File: config.mk
export PLATFORM = sky130hd
export DESIGN_NAME = reg_writeback_queue
export DESIGN_NICKNAME = d
export VERILOG_FILES = /design/src/rtl/reg_writeback_queue_pkg.sv /design/src/rtl/reg_writeback_queue_fifo.sv /design/src/rtl/reg_writeback_queue.sv
export SDC_FILE = /design/constraint.sdc
export NUM_CORES = 1
export LEC_CHECK = 0
export CORE_MARGIN = 3
export CORE_UTILIZATION = 60
export CTS_BUF_LIST = sky130_fd_sc_hd__clkbuf_16
export DETAILED_ROUTE_END_ITERATION = 6
export PLACE_DENSITY = 0.92
export SETUP_SLACK_MARGIN = 0.1
export SLEW_MARGIN = 20
export SYNTH_ARGS = -nofsm -noshare
export SYNTH_HDL_FRONTEND = slang
export SYNTH_SLANG_ARGS = --single-unit
File: constraint.sdc
create_clock -name clock -period 9.4 [get_ports clock]
set_clock_uncertainty 0.15 [all_clocks]
set_input_delay 2.35 -clock clock [delete_from_list [all_inputs] [get_ports clock]]
set_output_delay 2.35 -clock clock [all_outputs]
set_load 0.05 [all_outputs]
File: src/rtl/reg_writeback_queue_pkg.sv
// Shared defaults and types for the register-file writeback queue.
package wb_pkg;

  localparam int DATA_W = 16;
  localparam int REG_AW = 4;
  localparam int DEPTH  = 4;

  typedef struct packed {
    logic [REG_AW-1:0] dst;
    logic [DATA_W-1:0] data;
  } wb_entry_t;

  localparam logic [REG_AW-1:0] REG_ZERO = '0;

endpackage

File: src/rtl/reg_writeback_queue_fifo.sv
// In-order storage for pending writebacks: up to two pushes and one pop per edge.
// Entries are exposed oldest-first for the hazard scan; data view only with WB_FWD_EN.
module wb_fifo #(
  parameter int DEPTH  = 4,
  parameter int REG_AW = 4,
  parameter int DATA_W = 16
) (
  input  logic                          clock,
  input  logic                          reset_n,
  input  logic                          wr0_en_i,
  input  logic [REG_AW+DATA_W-1:0]      wr0_data_i,
  input  logic                          wr1_en_i,
  input  logic [REG_AW+DATA_W-1:0]      wr1_data_i,
  input  logic                          rd_en_i,
  output logic [REG_AW+DATA_W-1:0]      rd_data_o,
  output logic [$clog2(DEPTH+1)-1:0]    count_o,
  output logic [DEPTH-1:0]              valid_o,
`ifdef WB_FWD_EN
  output logic [DEPTH*DATA_W-1:0]       data_o,
`endif
  output logic [DEPTH*REG_AW-1:0]       reg_o
);

  localparam int PW = $clog2(DEPTH);
  localparam int CW = $clog2(DEPTH + 1);

  logic [REG_AW+DATA_W-1:0] mem_q [DEPTH];
  logic [PW-1:0]            head_q, head_d, tail_q, tail_d;
  logic [CW-1:0]            count_q, count_d;

  always_comb begin
    head_d  = head_q + PW'(rd_en_i);
    tail_d  = tail_q + PW'(wr0_en_i) + PW'(wr1_en_i);
    count_d = count_q + CW'(wr0_en_i) + CW'(wr1_en_i) - CW'(rd_en_i);
  end

  always_ff @(posedge clock or negedge reset_n) begin
    if (!reset_n) begin
      head_q  <= '0;
      tail_q  <= '0;
      count_q <= '0;
    end else begin
      head_q  <= head_d;
      tail_q  <= tail_d;
      count_q <= count_d;
    end
  end

  // Second push of the same edge lands one slot behind the first; wrap is natural.
  always_ff @(posedge clock) begin
    if (wr0_en_i) mem_q[tail_q] <= wr0_data_i;
    if (wr1_en_i) mem_q[tail_q + PW'(1)] <= wr1_data_i;
  end

  assign rd_data_o = mem_q[head_q];
  assign count_o   = count_q;

  for (genvar gi = 0; gi < DEPTH; gi++) begin : g_ord
    logic [PW-1:0] slot;
    assign slot        = head_q + PW'(gi);
    assign valid_o[gi] = CW'(gi) < count_q;
    assign reg_o[gi*REG_AW +: REG_AW] = mem_q[slot][REG_AW+DATA_W-1 -: REG_AW];
`ifdef WB_FWD_EN
    assign data_o[gi*DATA_W +: DATA_W] = mem_q[slot][DATA_W-1:0];
`endif
  end

endmodule

File: src/rtl/reg_writeback_queue.sv
// Merges memory and ALU writebacks into one register-file write per cycle, with RAW hazard flags.
// Define WB_FWD_EN to add fwd1/fwd2 outputs carrying the youngest pending value for rs1/rs2.
module reg_writeback_queue #(
  parameter int DATA_W = wb_pkg::DATA_W,
  parameter int REG_AW = wb_pkg::REG_AW,
  parameter int DEPTH  = wb_pkg::DEPTH
) (
  input  logic              clock,
  input  logic              reset_n,
  input  logic              mem_valid,
  output logic              mem_ready,
  input  logic [REG_AW-1:0] mem_reg,
  input  logic [DATA_W-1:0] mem_data,
  input  logic              alu_valid,
  output logic              alu_ready,
  input  logic [REG_AW-1:0] alu_reg,
  input  logic [DATA_W-1:0] alu_data,
  output logic              reg_write,
  output logic [REG_AW-1:0] write_reg,
  output logic [DATA_W-1:0] write_data,
  input  logic [REG_AW-1:0] rs1,
  input  logic [REG_AW-1:0] rs2,
  output logic              hazard1,
  output logic              hazard2,
`ifdef WB_FWD_EN
  output logic              fwd1_valid,
  output logic [DATA_W-1:0] fwd1_data,
  output logic              fwd2_valid,
  output logic [DATA_W-1:0] fwd2_data,
`endif
  output logic              idle
);
  import wb_pkg::*;

  localparam int CW = $clog2(DEPTH + 1);
  localparam logic [REG_AW-1:0] ZERO_REG = REG_AW'(REG_ZERO);

  logic [CW-1:0]              fifo_count, free;
  logic [DEPTH-1:0]           ord_valid, hit1, hit2;
  logic [DEPTH*REG_AW-1:0]    ord_reg;
  logic [REG_AW+DATA_W-1:0]   head_entry, wr0_data, wr1_data;
  logic                       mem_push, alu_push, wr0_en, wr1_en, pop;
  logic                       reg_write_q;
  logic [REG_AW-1:0]          write_reg_q;
  logic [DATA_W-1:0]          write_data_q;
`ifdef WB_FWD_EN
  logic [DEPTH*DATA_W-1:0]    ord_data;
`endif

  // Space comes from registered count only; a same-edge pop never frees a slot early.
  assign free      = CW'(DEPTH) - fifo_count;
  assign mem_ready = (free != '0);
  assign alu_ready = (free >= CW'(2)) || ((free != '0) && !mem_valid);

  // Register 0 requests finish the handshake but never occupy a slot.
  assign mem_push = mem_valid && mem_ready && (mem_reg != ZERO_REG);
  assign alu_push = alu_valid && alu_ready && (alu_reg != ZERO_REG);
  assign wr0_en   = mem_push || alu_push;
  assign wr0_data = mem_push ? {mem_reg, mem_data} : {alu_reg, alu_data};
  assign wr1_en   = mem_push && alu_push;
  assign wr1_data = {alu_reg, alu_data};
  assign pop      = (fifo_count != '0);

  wb_fifo #(.DEPTH(DEPTH), .REG_AW(REG_AW), .DATA_W(DATA_W)) u_fifo (
    .clock      (clock),
    .reset_n    (reset_n),
    .wr0_en_i   (wr0_en),
    .wr0_data_i (wr0_data),
    .wr1_en_i   (wr1_en),
    .wr1_data_i (wr1_data),
    .rd_en_i    (pop),
    .rd_data_o  (head_entry),
    .count_o    (fifo_count),
    .valid_o    (ord_valid),
`ifdef WB_FWD_EN
    .data_o     (ord_data),
`endif
    .reg_o      (ord_reg)
  );

  always_ff @(posedge clock or negedge reset_n) begin
    if (!reset_n) begin
      reg_write_q  <= 1'b0;
      write_reg_q  <= '0;
      write_data_q <= '0;
    end else begin
      reg_write_q <= pop;
      if (pop) begin
        write_reg_q  <= head_entry[REG_AW+DATA_W-1 -: REG_AW];
        write_data_q <= head_entry[DATA_W-1:0];
      end
    end
  end

  assign reg_write  = reg_write_q;
  assign write_reg  = write_reg_q;
  assign write_data = write_data_q;

  for (genvar gi = 0; gi < DEPTH; gi++) begin : g_hit
    assign hit1[gi] = ord_valid[gi] && (ord_reg[gi*REG_AW +: REG_AW] == rs1);
    assign hit2[gi] = ord_valid[gi] && (ord_reg[gi*REG_AW +: REG_AW] == rs2);
  end

  assign hazard1 = (rs1 != ZERO_REG) && ((|hit1) || (reg_write_q && (write_reg_q == rs1)));
  assign hazard2 = (rs2 != ZERO_REG) && ((|hit2) || (reg_write_q && (write_reg_q == rs2)));
  assign idle    = (fifo_count == '0) && !reg_write_q;

`ifdef WB_FWD_EN
  // Output stage is the oldest pending write; later queue entries override it.
  function automatic logic [DATA_W-1:0] youngest(
    input logic [REG_AW-1:0]       rs,
    input logic [DEPTH-1:0]        v,
    input logic [DEPTH*REG_AW-1:0] r,
    input logic [DEPTH*DATA_W-1:0] d,
    input logic [DATA_W-1:0]       stage
  );
    logic [DATA_W-1:0] res;
    res = stage;
    for (int k = 0; k < DEPTH; k++) begin
      if (v[k] && (r[k*REG_AW +: REG_AW] == rs)) res = d[k*DATA_W +: DATA_W];
    end
    return res;
  endfunction

  assign fwd1_valid = hazard1;
  assign fwd2_valid = hazard2;
  assign fwd1_data  = youngest(rs1, ord_valid, ord_reg, ord_data, write_data_q);
  assign fwd2_data  = youngest(rs2, ord_valid, ord_reg, ord_data, write_data_q);
`endif

endmodule

# Yosys cells after proc, flatten, opt, wreduce, memory -nomap -nowiden
# Memories as Yosys holds them, arrays and structs flattened.
# Cells that the tools add are included.
[totals] n_memories=1 output_inout_bits=26 input_bits=52 wordCells=72 mem_bits_ro=0 mem_bits_rw=80 register_bits=28 latchBits=0
[memory_table] memory="u_fifo.mem_q" words=4 word_bits=20 read_ports=4 rd_ports_with_merged_regs=0 write_ports=2 line_no="reg_writeback_queue_fifo.sv:27" source="logic [REG_AW+DATA_W-1:0] mem_q [DEPTH];"
[op_classes] eq_ne=10 shifts=0 mul=0 n_reduce_logical=34 magnitude_cmp=5 div_mod_pow=0 addsub=11 bitwise=0 mux=5
[op_table] op="== test 4 bit" n=10
[op_table] op="2-to-1 mux 20 bit" n=1
[op_table] op="logical AND 1 bit" n=19
[op_table] op="nonzero test 4 bit" n=4
[op_table] op="OR reduction 4 bit" n=2
[op_table] op="adder 2 x 1 -> 2 bit" n=3
[op_table] op="adder 3 x 1 -> 3 bit" n=2
[op_table] op="< comparator 1 x 3 -> 1 bit (first input constant)" n=2
[op_table] op="< comparator 2 x 3 -> 1 bit (first input constant)" n=2
[op_table] op="nonzero test 3 bit" n=2
[op_table] op="adder 2 x 1 -> 2 bit (second input constant)" n=2
[op_table] op="adder 2 bit (second input constant)" n=2
[op_table] op="logical OR 1 bit" n=4
[op_table] op="2-to-1 mux 1 bit" n=4
[op_table] op="greater-or-equal comparator 3 x 2 -> 1 bit (second input constant)" n=1
[op_table] op="zero test 3 bit" n=1
[op_table] op="subtractor 3 x 1 -> 3 bit" n=1
[op_table] op="subtractor 3 bit (first input constant)" n=1
[op_table] op="zero test 1 bit" n=2

# Logic depth before layout (Yosys ltp)
[logic_depth] depth_word=10 ltp_mapped=13 mapped_depth_nobuf=12

# Modules after synthesis
# A second synthesis with hierarchy kept.
[hier_totals] hier_cells=407 hier_area_um2=6309.8
[modules_own_cells] module="wb_fifo" area_each_um2=4578.1 instances=1 cells_per_inst=251 seq_area_each_um2=2577.5
[modules_own_cells] module="reg_writeback_queue" area_each_um2=1731.7 instances=1 cells_per_inst=156 seq_area_each_um2=525.5

# Worst setup path after synthesis
# Ideal clock, no wire load.
[synth_timing] kind="input-to-output" from="input port rs2[0]" to="output port hazard2" n_path_buf=1 setup_slack_ns=2.786 t_arrival_ns=4.114 required_time_ns=6.900 cell_stages=5 path_cell_list="clkbuf_1 -> xor2_1 -> nand2_1 -> or4_1 -> a31oi_1"
[synth_between] elab_chain_cells=5 word_cells_on_any_way=14 classes_between="eq/ne: 5; reduce/logical: 9"
[synth_rtl] item="start, declared" line_no="reg_writeback_queue.sv:22" source="input logic [REG_AW-1:0] rs2,"
[synth_rtl] item="== test 4 bit" line_no="reg_writeback_queue.sv:101" source="assign hit2[gi] = ord_valid[gi] && (ord_reg[gi*REG_AW +: REG_AW] == rs2);"
[synth_rtl] item="logical AND 1 bit" line_no="reg_writeback_queue.sv:101"
[synth_rtl] item="OR reduction 4 bit" line_no="reg_writeback_queue.sv:105" source="assign hazard2 = (rs2 != ZERO_REG) && ((|hit2) || (reg_write_q && (write_reg_q == rs2)));"
[synth_rtl] item="logical OR 1 bit" line_no="reg_writeback_queue.sv:105"
[synth_rtl] item="logical AND 1 bit *" line_no="reg_writeback_queue.sv:105"
[synth_rtl] item="end, declared" line_no="reg_writeback_queue.sv:24" source="output logic hazard2,"
# Mark *: on every way between the ends. The rest lies on a longest branch, timed or not.

# Worst setup path in the final report
# Same ends and word-level chain as after synthesis.

==> impl_summary.txt <==
----------------------------------------------------
[Outcome]
  Run status ... complete, no violations

[STA]
  Worst hold margin ... 323 ps
  Setup violations, final ... 0
  RSZ-0062 raised after global routing ... no
  Shortest clock period the worst path allows after layout ... 7220 ps
  Measured slew at the worst slew-check pin ... 1070 ps
  Relative max-transition margin ... 28.9%
  Tcrit/Tclk final ... 76.8%
  Slew Viols, Final ... 0
  Number of endpoints with negative hold slack in the final report ... 0
  Max Clk Rate ... 139 MHz
  Setup tns final ... 0 ps
  Min setup slack post-route ... 2180 ps

[Critical path]
  Type of destination of the critical path ... output pin
  Worst-path maximum fanout ... 6
  CP cell instances ... clkdlybuf4s50_1 > xor2_1 > nand2_1 > or4_1 > a31oi_1 > clkdlybuf4s50_1
  Crit path from ... rs2[0]
  Most common cell on crit path ... clkdlybuf4s50_1
  Arr. time, crit path ... 4720 ps
  Reg2reg end ... u_fifo.count_o[2]$_DFF_PN0_
  Kind of critical path ... primary input to output pin
  Startpoint of the most critical register-to-register path ... u_fifo.count_o[1]$_DFF_PN0_
  Type of origin of the critical path ... primary input
  Register-to-register setup slack ... 5810 ps
  Slowest stage cell on the critical path ... clkdlybuf4s50_1
  Worst stage delay on the critical path ... 820 ps
  Required time worst endpoint ... 6900 ps
  Worst reg2reg path depth ... 9

[Placement]
  Post-detail-place hpwl ... 8910 um
  Worst Setup Slack post-DPL ... 2180 ps
  Count of port buffers added during placement ... 77
  Final weighted congestion of routability-driven global placement ... 0.932

[Logic synthesis]
  Netlist Area Pre-Place ... 6120 um2
  Number of synthesis warnings ... 0
  Number of flops mapped to enable cells by yosys ... 80
  Post-synthesis sequential element count ... 108
  FFs w/ async S/R, synth ... 25.9%
  Post-synthesis cell count ... 428
  Portion of the post-synthesis area used by sequential elements ... 50.7%
  Count of unique library cells instantiated by Yosys ... 41
  Average cell area after synthesis ... 14.3 um2
  Most used flip-flop cell after synthesis ... edfxtp_1
  Post-synthesis net count ... 491

[Power]
  Worst vdd ir ... 0.000181 V
  P per Cell Area ... 355 nW/um2
  Cell leakage power ... 2.67 nW
  Total chip power ... 2.57 mW

[Clocking]
  Post-CTS repair timing setup buffer count ... 0
  Clock-pin slew on the worst setup and hold paths ... 70 ps
  Hold-fix buffers at CTS ... 0
  CTS max path bufs ... 2
  Total number of H-tree levels ... 3
  Number of gates resized after cts ... 0
  Number of clock sinks ... 108
  Clock tree root buffer cell ... clkbuf_16
  Clock buffers created by TritonCTS ... 9
  CTS tree ... built
  Worst-Skew Late Latency ... 340 ps

[Finish]
  Footprint of the multi-input gates ... 2800 um2
  Flip-flop count of the largest register after layout ... 80
  Area Growth Syn to Fin ... 18.4%
  Share of post-route cells with drive strength above 1 ... 28.1%
  Count of fill cells added during filler insertion ... 593
  Number of nets in the layout ... 556
  Post-layout utilization of the core ... 73.4%
  Diode insertion count for antenna repair ... 0
  Sequential cell area ... 3100 um2

[Hold path]
  Hold endpoint ... write_data[3]$_DFFE_PN0N_
  HP Class ... register to register
  Number of stages on the worst hold path ... 2
  Start point of the worst hold path ... write_data[3]$_DFFE_PN0N_

[Floorplan]
  Top-level I/O count ... 78
  DIE AREA ... 11400 um2
  Horiz. Die Dim ... 107 um
  Initial Utilization ... 62.0%
  Die Y ... 107 um
  Standard-cell row count ... 36
  Floorplan Core Area ... 9860 um2

[Detailed routing]
  Via Count ... 3874
  DRC violation count after routing ... 0
  Drt total wl ... 13800 um
  Detail-routed net length per standard cell ... 21.9 um
  Per-cell via count in the routed design ... 6.14
  Pre-antenna DRT Iters ... 5
  Number of nets with antenna violations after detailed routing ... 0
  Initial detailed-routing violation count ... 307

[Flow run]
  # Max-Cap Violations ... 0

[Global route]
  Overflow after GRT ... 0
  Vias in the first global route ... 4132
  Global-route wire length before repair ... 22200 um
  Maximum number of pins on one net before global-route repair ... 34
  GRT Overall Usage ... 25.6%
  Antenna violations before repair ... 0

----------------------------------------------------
==> routing by layer <==
layer / vias up / GRT usage (%) / wire, um
li1: 1726 / - / -
met1: 1946 / 32.8 / 5440
met2: 168 / 43.4 / 7140
met3: 34 / 3.97 / 872
met4: 0 / 11.2 / 355
met5: - / 0 / 0
==> how the worst max path moves through the flow <==
stage / end / slack [ps] / cells after the start
2_1_floorplan: hazard2 / 2790 / 5
5_1_grt: hazard2 / 2080 / 6
6_report: hazard2 / 2180 / 6
4_1_cts: hazard2 / 2180 / 6
3_3_place_gp: hazard2 / 2250 / 6
3_5_place_dp: hazard2 / 2180 / 6
==> worst max-delay path, delay by kind of cell <==
kind / cells / cell delay [ps]
compound gates: 1 / 140
simple gates: 2 / 570
buf+inv: 2 / 1470
xor+xnor: 1 / 200
==> cells in the final DEF, fill, tap and decap left out, types with 3 or more instances in the layout <==
cell	instances
a21oi_1	4
buf_4	6
clkbuf_16	9
clkdlybuf4s50_1	77
dfrtp_1	27
edfxtp_1	80
fa_1	3
ha_1	8
inv_1	10
mux2_1	4
mux2_2	73
mux2_4	9
mux2i_1	10
mux4_2	26
nand2_1	56
nand3_1	5
nor2_1	3
nor3_1	3
nor4_1	6
o21ai_0	4
or4_1	3
xnor2_1	14
xor2_1	29
==> cell usage after synthesis, types with 4 or more instances <==
library cell	n	area share [%]
a21oi_1	4	0.33
buf_2	5	0.41
buf_6	10	1.8
clkbuf_1	12	0.74
dfrtp_1	28	11
edfxtp_1	80	39
ha_1	8	1.6
inv_1	9	0.55
mux2_1	4	0.74
mux2_2	73	13
mux2_4	9	2.2
mux2i_1	10	1.6
mux4_2	26	9.6
nand2_1	56	3.4
nand3_1	5	0.41
nor4_1	6	0.61
o21ai_0	5	0.41
xnor2_1	14	2.0
xor2_1	29	4.2
==> cell families after synthesis <==
family          Yosys count  share of synthesized area (%)
mux                     122                           27.6
flops                   108                           50.7
simple gates             83                           6.10
xor+xnor                 43                           6.16
buf+inv                  41                           3.99
compound gates           20                           2.82
fa+ha+maj                11                           2.62
==> cell type report <==
type / count / area share, %
Clock buffer: 9 / 3.11
Clock inverter: 7 / 0.967
Inverter: 11 / 0.639
Multi-Input combinational cell: 279 / 38.7
Sequential cell: 108 / 42.9
Tap cell: 133 / 2.30
Timing Repair Buffer: 84 / 11.5
==> where the power goes <==
group / internal, mW / switching, mW / total (mW)
logic: 0.563 / 0.723 / 1.29
clock network: 0.206 / 0.169 / 0.374
registers: 0.743 / 0.167 / 0.911
total: 1.51 / 1.06 / 2.57
==> stage by stage <==
stage	instance area (um2)	instances
2_1_floorplan	6120	428
3_3_place_gp	6930	614
3_5_place_dp	6930	614
4_1_cts	7230	630
5_1_grt	7240	631
6_report	7240	631
Power figures use the tool's default switching activity.
